[config.mk]
export PLATFORM = sky130hd
export DESIGN_NAME = pent_dram_seq
export DESIGN_NICKNAME = d
export VERILOG_FILES = /design/src/rtl/pent_dram_pkg.sv /design/src/rtl/pent_dram_refresh.sv /design/src/rtl/pent_dram_seq.sv
export SDC_FILE = /design/constraint.sdc
export NUM_CORES = 1
export LEC_CHECK = 0
export BUFFER_PORTS_ARGS = -buffer_cell sky130_fd_sc_hd__buf_2
export CORE_MARGIN = 8
export CORE_UTILIZATION = 53
export CTS_BUF_LIST = sky130_fd_sc_hd__clkbuf_4 sky130_fd_sc_hd__clkbuf_8
export CTS_CLUSTER_SIZE = 8
export DETAILED_ROUTE_END_ITERATION = 7
export PLACE_DENSITY_LB_ADDON = 0.08
export SLEW_MARGIN = 10
export SYNTH_ARGS = -nofsm -noshare
export SYNTH_HDL_FRONTEND = slang
export SYNTH_SLANG_ARGS = --single-unit
[constraint.sdc]
create_clock -name CLK -period 2.83 [get_ports CLK]
set_input_delay 0.566 -clock CLK [delete_from_list [all_inputs] [get_ports CLK]]
set_output_delay 0.566 -clock CLK [all_outputs]
set_load 0.005 [all_outputs]
[src/rtl/pent_dram_pkg.sv]
// pent_dram_pkg: phase/page constants, slot kinds and address helpers for pent_dram_seq
package pent_dram_pkg;
  localparam logic [2:0] PH_VROW  = 3'd0;
  localparam logic [2:0] PH_VCOL  = 3'd1;
  localparam logic [2:0] PH_VCAS  = 3'd2;
  localparam logic [2:0] PH_VDATA = 3'd3;
  localparam logic [2:0] PH_CROW  = 3'd4;
  localparam logic [2:0] PH_CCOL  = 3'd5;
  localparam logic [2:0] PH_CCAS  = 3'd6;
  localparam logic [2:0] PH_CDATA = 3'd7;
  localparam logic [2:0] PG_SCR0 = 3'd5;
  localparam logic [2:0] PG_SCR1 = 3'd7;
  localparam logic [2:0] PG_4000 = 3'd5;
  localparam logic [2:0] PG_8000 = 3'd2;
  typedef enum logic [1:0] {IDLE, CPU_ACC, REFRESH} slot_kind_t;
  // {row, col} source: bank bit page[2] is carried by CAS, not by the address
  function automatic logic [15:0] dram_addr(input logic [2:0] page, input logic [13:0] addr);
    return {page[1:0], addr};
  endfunction
  function automatic logic [1:0] cas_mask(input logic bank);
    return bank ? 2'b01 : 2'b10;
  endfunction
endpackage

[src/rtl/pent_dram_refresh.sv]
// pent_dram_refresh: refresh interval counter and pending-request flag
// clk, rst_n (async, active low); tick = end of an 8-phase slot; clr = refresh
// serviced; pend = refresh request outstanding.
module pent_dram_refresh #(
  parameter int REF_INT = 16
) (
  input  logic clk,
  input  logic rst_n,
  input  logic tick,
  input  logic clr,
  output logic pend
);
  localparam logic [7:0] RELOAD = 8'(REF_INT - 1);
  logic [7:0] cnt;
  always_ff @(posedge clk or negedge rst_n)
    if (!rst_n) begin
      cnt <= RELOAD;
      pend <= 1'b0;
    end else begin
      if (tick) cnt <= cnt == 8'd0 ? RELOAD : cnt - 8'd1;
      // expiry outranks a same-edge clear; requests do not queue
      pend <= (tick && cnt == 8'd0) ? 1'b1 : clr ? 1'b0 : pend;
    end
endmodule

[src/rtl/pent_dram_seq.sv]
// pent_dram_seq: 8-phase DRAM sequencer sharing 128K between video (PH0-3) and CPU (PH4-7)
// In : CLK, RESETn (async, active low), MREQn/WRn/RFSHn/A from the Z80,
//      PAGE/SCR from the 7FFD latch, VA from the raster counter.
// Out: MA, RASn, CASn[1:0] (bit0 pages 0-3, bit1 pages 4-7), WEn, VLATCH,
//      CLATCH, PH, REF_PEND. All outputs registered.
// PENT_CPU_RFSH_EN: Z80 refresh cycles become RAS-only refreshes and the
//      internal CBR refresh is removed (REF_PEND tied low).
module pent_dram_seq
  import pent_dram_pkg::*;
#(
  parameter int REF_INT = 16,
  parameter int MA_W = 8
) (
  input  logic            CLK,
  input  logic            RESETn,
  input  logic            MREQn,
  input  logic            WRn,
  input  logic            RFSHn,
  input  logic [15:0]     A,
  input  logic [2:0]      PAGE,
  input  logic            SCR,
  input  logic [13:0]     VA,
  output logic [MA_W-1:0] MA,
  output logic            RASn,
  output logic [1:0]      CASn,
  output logic            WEn,
  output logic            VLATCH,
  output logic            CLATCH,
  output logic [2:0]      PH,
  output logic            REF_PEND
);
  logic [2:0] ph_n, pg_q, cpu_pg, vid_pg;
  logic [13:0] a_q, addr;
  logic [15:0] vid_pa, cpu_pa;
  logic wr_q, wr, smp, vid, acc, rf;
  slot_kind_t kind_q, kind, kind_live;
  logic [MA_W-1:0] ma_d;
  logic ras_d, we_d, vl_d, cl_d;
  logic [1:0] cas_d;
`ifdef PENT_CPU_RFSH_EN
  assign REF_PEND = 1'b0;
`else
  pent_dram_refresh #(.REF_INT(REF_INT)) u_ref (
    .clk(CLK),
    .rst_n(RESETn),
    .tick(PH == PH_CDATA),
    .clr(rf && ph_n == PH_CCAS),
    .pend(REF_PEND)
  );
`endif
  // outputs are computed for the phase being entered (ph_n) so they appear aligned with PH
  always_comb begin
    ph_n = PH + 3'd1;
    smp = ph_n == PH_CROW;
`ifdef PENT_CPU_RFSH_EN
    kind_live = MREQn ? IDLE : !RFSHn ? REFRESH : A[15:14] != 2'b00 ? CPU_ACC : IDLE;
`else
    kind_live = (!MREQn && RFSHn && A[15:14] != 2'b00) ? CPU_ACC : REF_PEND ? REFRESH : IDLE;
`endif
    kind = smp ? kind_live : kind_q;
    addr = smp ? A[13:0] : a_q;
    wr = smp ? WRn : wr_q;
    cpu_pg = smp ? (A[15:14] == 2'b01 ? PG_4000 : A[15:14] == 2'b10 ? PG_8000 : PAGE) : pg_q;
    vid_pg = SCR ? PG_SCR1 : PG_SCR0;
    vid_pa = dram_addr(vid_pg, VA);
    cpu_pa = dram_addr(cpu_pg, addr);
    vid = !ph_n[2];
    acc = ph_n[2] && kind == CPU_ACC;
    rf = ph_n[2] && kind == REFRESH;
    ma_d = vid ? (ph_n == PH_VROW ? MA_W'(vid_pa[7:0]) : ph_n == PH_VCOL ? MA_W'(vid_pa[15:8]) : MA)
         : acc ? (ph_n == PH_CROW ? MA_W'(cpu_pa[7:0]) : ph_n == PH_CCOL ? MA_W'(cpu_pa[15:8]) : MA)
         : MA;
    ras_d = !(vid ? ph_n != PH_VROW : acc ? ph_n != PH_CROW : rf && (ph_n == PH_CCOL || ph_n == PH_CCAS));
    cas_d = (vid && ph_n >= PH_VCAS) ? cas_mask(vid_pg[2])
          : (acc && ph_n >= PH_CCAS) ? cas_mask(cpu_pg[2]) : 2'b11;
    we_d = (acc && ph_n >= PH_CCOL) ? wr : 1'b1;
    vl_d = ph_n == PH_VDATA;
    cl_d = acc && ph_n == PH_CDATA && wr;
`ifdef PENT_CPU_RFSH_EN
    if (rf && ph_n == PH_CROW) ma_d = MA_W'(addr[7:0]);
`else
    if (rf && ph_n != PH_CDATA) cas_d = 2'b00;
`endif
  end
  always_ff @(posedge CLK or negedge RESETn)
    if (!RESETn) begin
      PH <= PH_VROW;
      MA <= '0;
      RASn <= 1'b1;
      CASn <= 2'b11;
      WEn <= 1'b1;
      VLATCH <= 1'b0;
      CLATCH <= 1'b0;
      kind_q <= IDLE;
      a_q <= '0;
      wr_q <= 1'b1;
      pg_q <= '0;
    end else begin
      PH <= ph_n;
      MA <= ma_d;
      RASn <= ras_d;
      CASn <= cas_d;
      WEn <= we_d;
      VLATCH <= vl_d;
      CLATCH <= cl_d;
      kind_q <= kind;
      a_q <= addr;
      wr_q <= wr;
      pg_q <= cpu_pg;
    end
endmodule

==> impl_metrics.json <==
{
  "ys_types": 40,
  "drt-total-wl_mm": 4.33,
  "vias_per_cell": 5.27,
  "status": "completed",
  "postPlaceCellArea_mm2": 0.00227,
  "cp_cell_sequence": "ha_1, ha_1, or4b_1, or3_4, nor3_1, mux2_2",
  "antenna_found_initial": 0,
  "post_cts_resized": 0,
  "htreeDepth": 2,
  "cts_sinks": 38,
  "synth-seq-cells": 38,
  "power.leakage_nw": 1.08,
  "maxCapViolations": 0,
  "portBuffers": 56,
  "post-route-util_pct": 65.1,
  "fin_total_pwr_uw": 944,
  "max_freq_ghz": 0.411,
  "drt_pass1_iterations": 4,
  "fin_crit_sh_pct": 86.0,
  "syn_inst": 158,
  "finClkSkew_ns": 0.0107,
  "fin_crit_ns": 2.43,
  "start_util_pct": 53.7,
  "grt_pass1_vias": 1621,
  "gp_congestion": 0.808,
  "async_flop_share_pct": 100,
  "final_common_cell": "buf_2",
  "core_area_mm2": 0.00358,
  "crit_slowest_cell": "or4b_1",
  "reg2reg_slack_ns": 0.40,
  "die_area_mm2": 0.00581,
  "hold_buffers": 0,
  "cp.buffers_inverters": 0,
  "dp_slack_ns": 0.404,
  "grt_use_total_pct": 15.7,
  "fillers": 308,
  "fp.dieH_um": 76.2,
  "post-cts-setup-buffers": 0,
  "io_pins": 57,
  "drt-initial-drc-count": 71,
  "cp-end-kind": "flip-flop",
  "fin_area_mm2": 0.00233,
  "setup_violations": 0,
  "area_delta_synth_final_pct": 21.1,
  "p_per_area_mw_per_mm2": 405,
  "cts_tree": "yes",
  "grt_start_max_net_pins": 39,
  "insertion_delay_ns": 0.34,
  "syn_nets": 205,
  "clockRootBuffer": "clkbuf_4",
  "synth_edf_count": 0,
  "cts_made_buffers": 5,
  "final_cell_mix": "buf_2 (56), dfrtp_1 (29), mux2_2 (18)",
  "layoutNonFillerInstCount": 268,
  "synth_warnings": 0,
  "dp.cells": 260,
  "avgSynthCellArea_um2": 12.2,
  "worstPathRequired_ns": 3.06,
  "ant_nets": 0,
  "grt_pass1_wl_mm": 7.45,
  "fin_nets": 266,
  "clk_pin_slew_ns": 0.11,
  "row_count": 22,
  "critical_path.top_delay_family": "simple AND/OR/NAND/NOR gates",
  "clk_path_buf_depth": 2,
  "netlist_area_mm2": 0.00192,
  "hold_viol_final": 0,
  "crit_fanout": 7,
  "num_vias": 1412,
  "path_class": "reg -> reg",
  "finalSetupTns_ns": 0,
  "crit_path_frequent_cell": "ha_1",
  "drive_above_1_share_pct": 48.2,
  "ys_seq_area_share_pct": 50.0,
  "overflow": 0,
  "tightest_slew_ns": 0.811,
  "dp_hpwl_mm": 3.45,
  "drc": 0,
  "synthFlopType": "dfrtp_1",
  "hold_path.class": "in -> async",
  "arrival_ns": 2.67,
  "relSlewSlack_pct": 45.9,
  "rsz0062_at_grt": "false",
  "setup_ws_ns": 0.395,
  "wl_per_cell_um": 16.1,
  "antenna_cells": 0,
  "critPathMaxStageDelay_ns": 0.50,
  "die_w_um": 76.2,
  "holdWs_ns": 0.312,
  "ir_worst_vdd_v": 0.000253,
  "critPathLaunchType": "flip-flop",
  "slew_violations": 0
}
==> synth_stat cells, drive strengths merged (2+ instances only) <==
| cell | instances | area [um2] |
|---|---|---|
| dfrtp | 29 | 726 |
| mux2 | 18 | 203 |
| nand2 | 13 | 48.8 |
| inv | 12 | 45.0 |
| dfstp | 9 | 236 |
| ha | 8 | 100 |
| a21oi | 7 | 35.0 |
| mux4 | 7 | 158 |
| o21ai | 7 | 35.0 |
| nor2 | 6 | 22.5 |
| buf | 4 | 17.5 |
| xnor2 | 4 | 35.0 |
| nor3 | 3 | 15.0 |
| a31oi | 2 | 12.5 |
| clkbuf | 2 | 7.51 |
| nor2b | 2 | 12.5 |
| nor3b | 2 | 15.0 |
| o211ai | 2 | 15.0 |
| or3b | 2 | 20.0 |
==> registers in the layout (all words and copies together), names as in the netlist, named ones only <==
| signal | flops |
|---|---|
| MA | 8 |
| u_ref.cnt | 8 |
| a_q | 6 |
| PH | 3 |
| CASn | 2 |
| kind_q | 2 |
| pg_q | 2 |
| CLATCH | 1 |
| RASn | 1 |
| VLATCH | 1 |
| WEn | 1 |
| u_ref.pend | 1 |
| wr_q | 1 |
==> path summary, 6_finish.rpt <==
path / startpoint / endpoint / cells past startpoint
setup / recovery: PH[0] / u_ref.cnt[7] / 6
hold / removal: RESETn / PH[2] / 1
setup reg to reg: PH[0] / u_ref.cnt[7] / 6
hold reg to reg: pg_q[2] / pg_q[2] / 2
max in group asynchronous: RESETn / a_q[12] / 1
min in group CLK: A[8] / a_q[8] / 2
==> final cells by class <==
cell class                 instances  area, um2  share of cell area, %
clock buffer                       8       60.1                   2.58
inverter                          12       45.0                   1.93
sequential                        38        962                   41.3
tap                               48       60.1                   2.58
timing repair buffer              60        310                   13.3
multi-input combinational        102        891                   38.3
==> per-layer routing <==
metal	GRT usage, %	share of wire, %
met4	6.35	1.9
met2	28.2	54
met1	17.6	41
met5	0	0
met3	3.18	3.1
==> where the power goes <==
part           total [mW]  switching [mW]  internal (mW)
clock               0.289           0.162          0.128
sequential          0.572          0.0107          0.561
combinational      0.0827          0.0370         0.0458
total               0.944           0.209          0.735
==> cells by family after synthesis <==
family,synth area share (%)
fa+ha+maj,5.73
flops,50.0
simple gates,9.95
compound gates,9.11
buf+inv,3.64
xor+xnor,2.28
mux,19.3
Power figures use the tool's default switching activity.
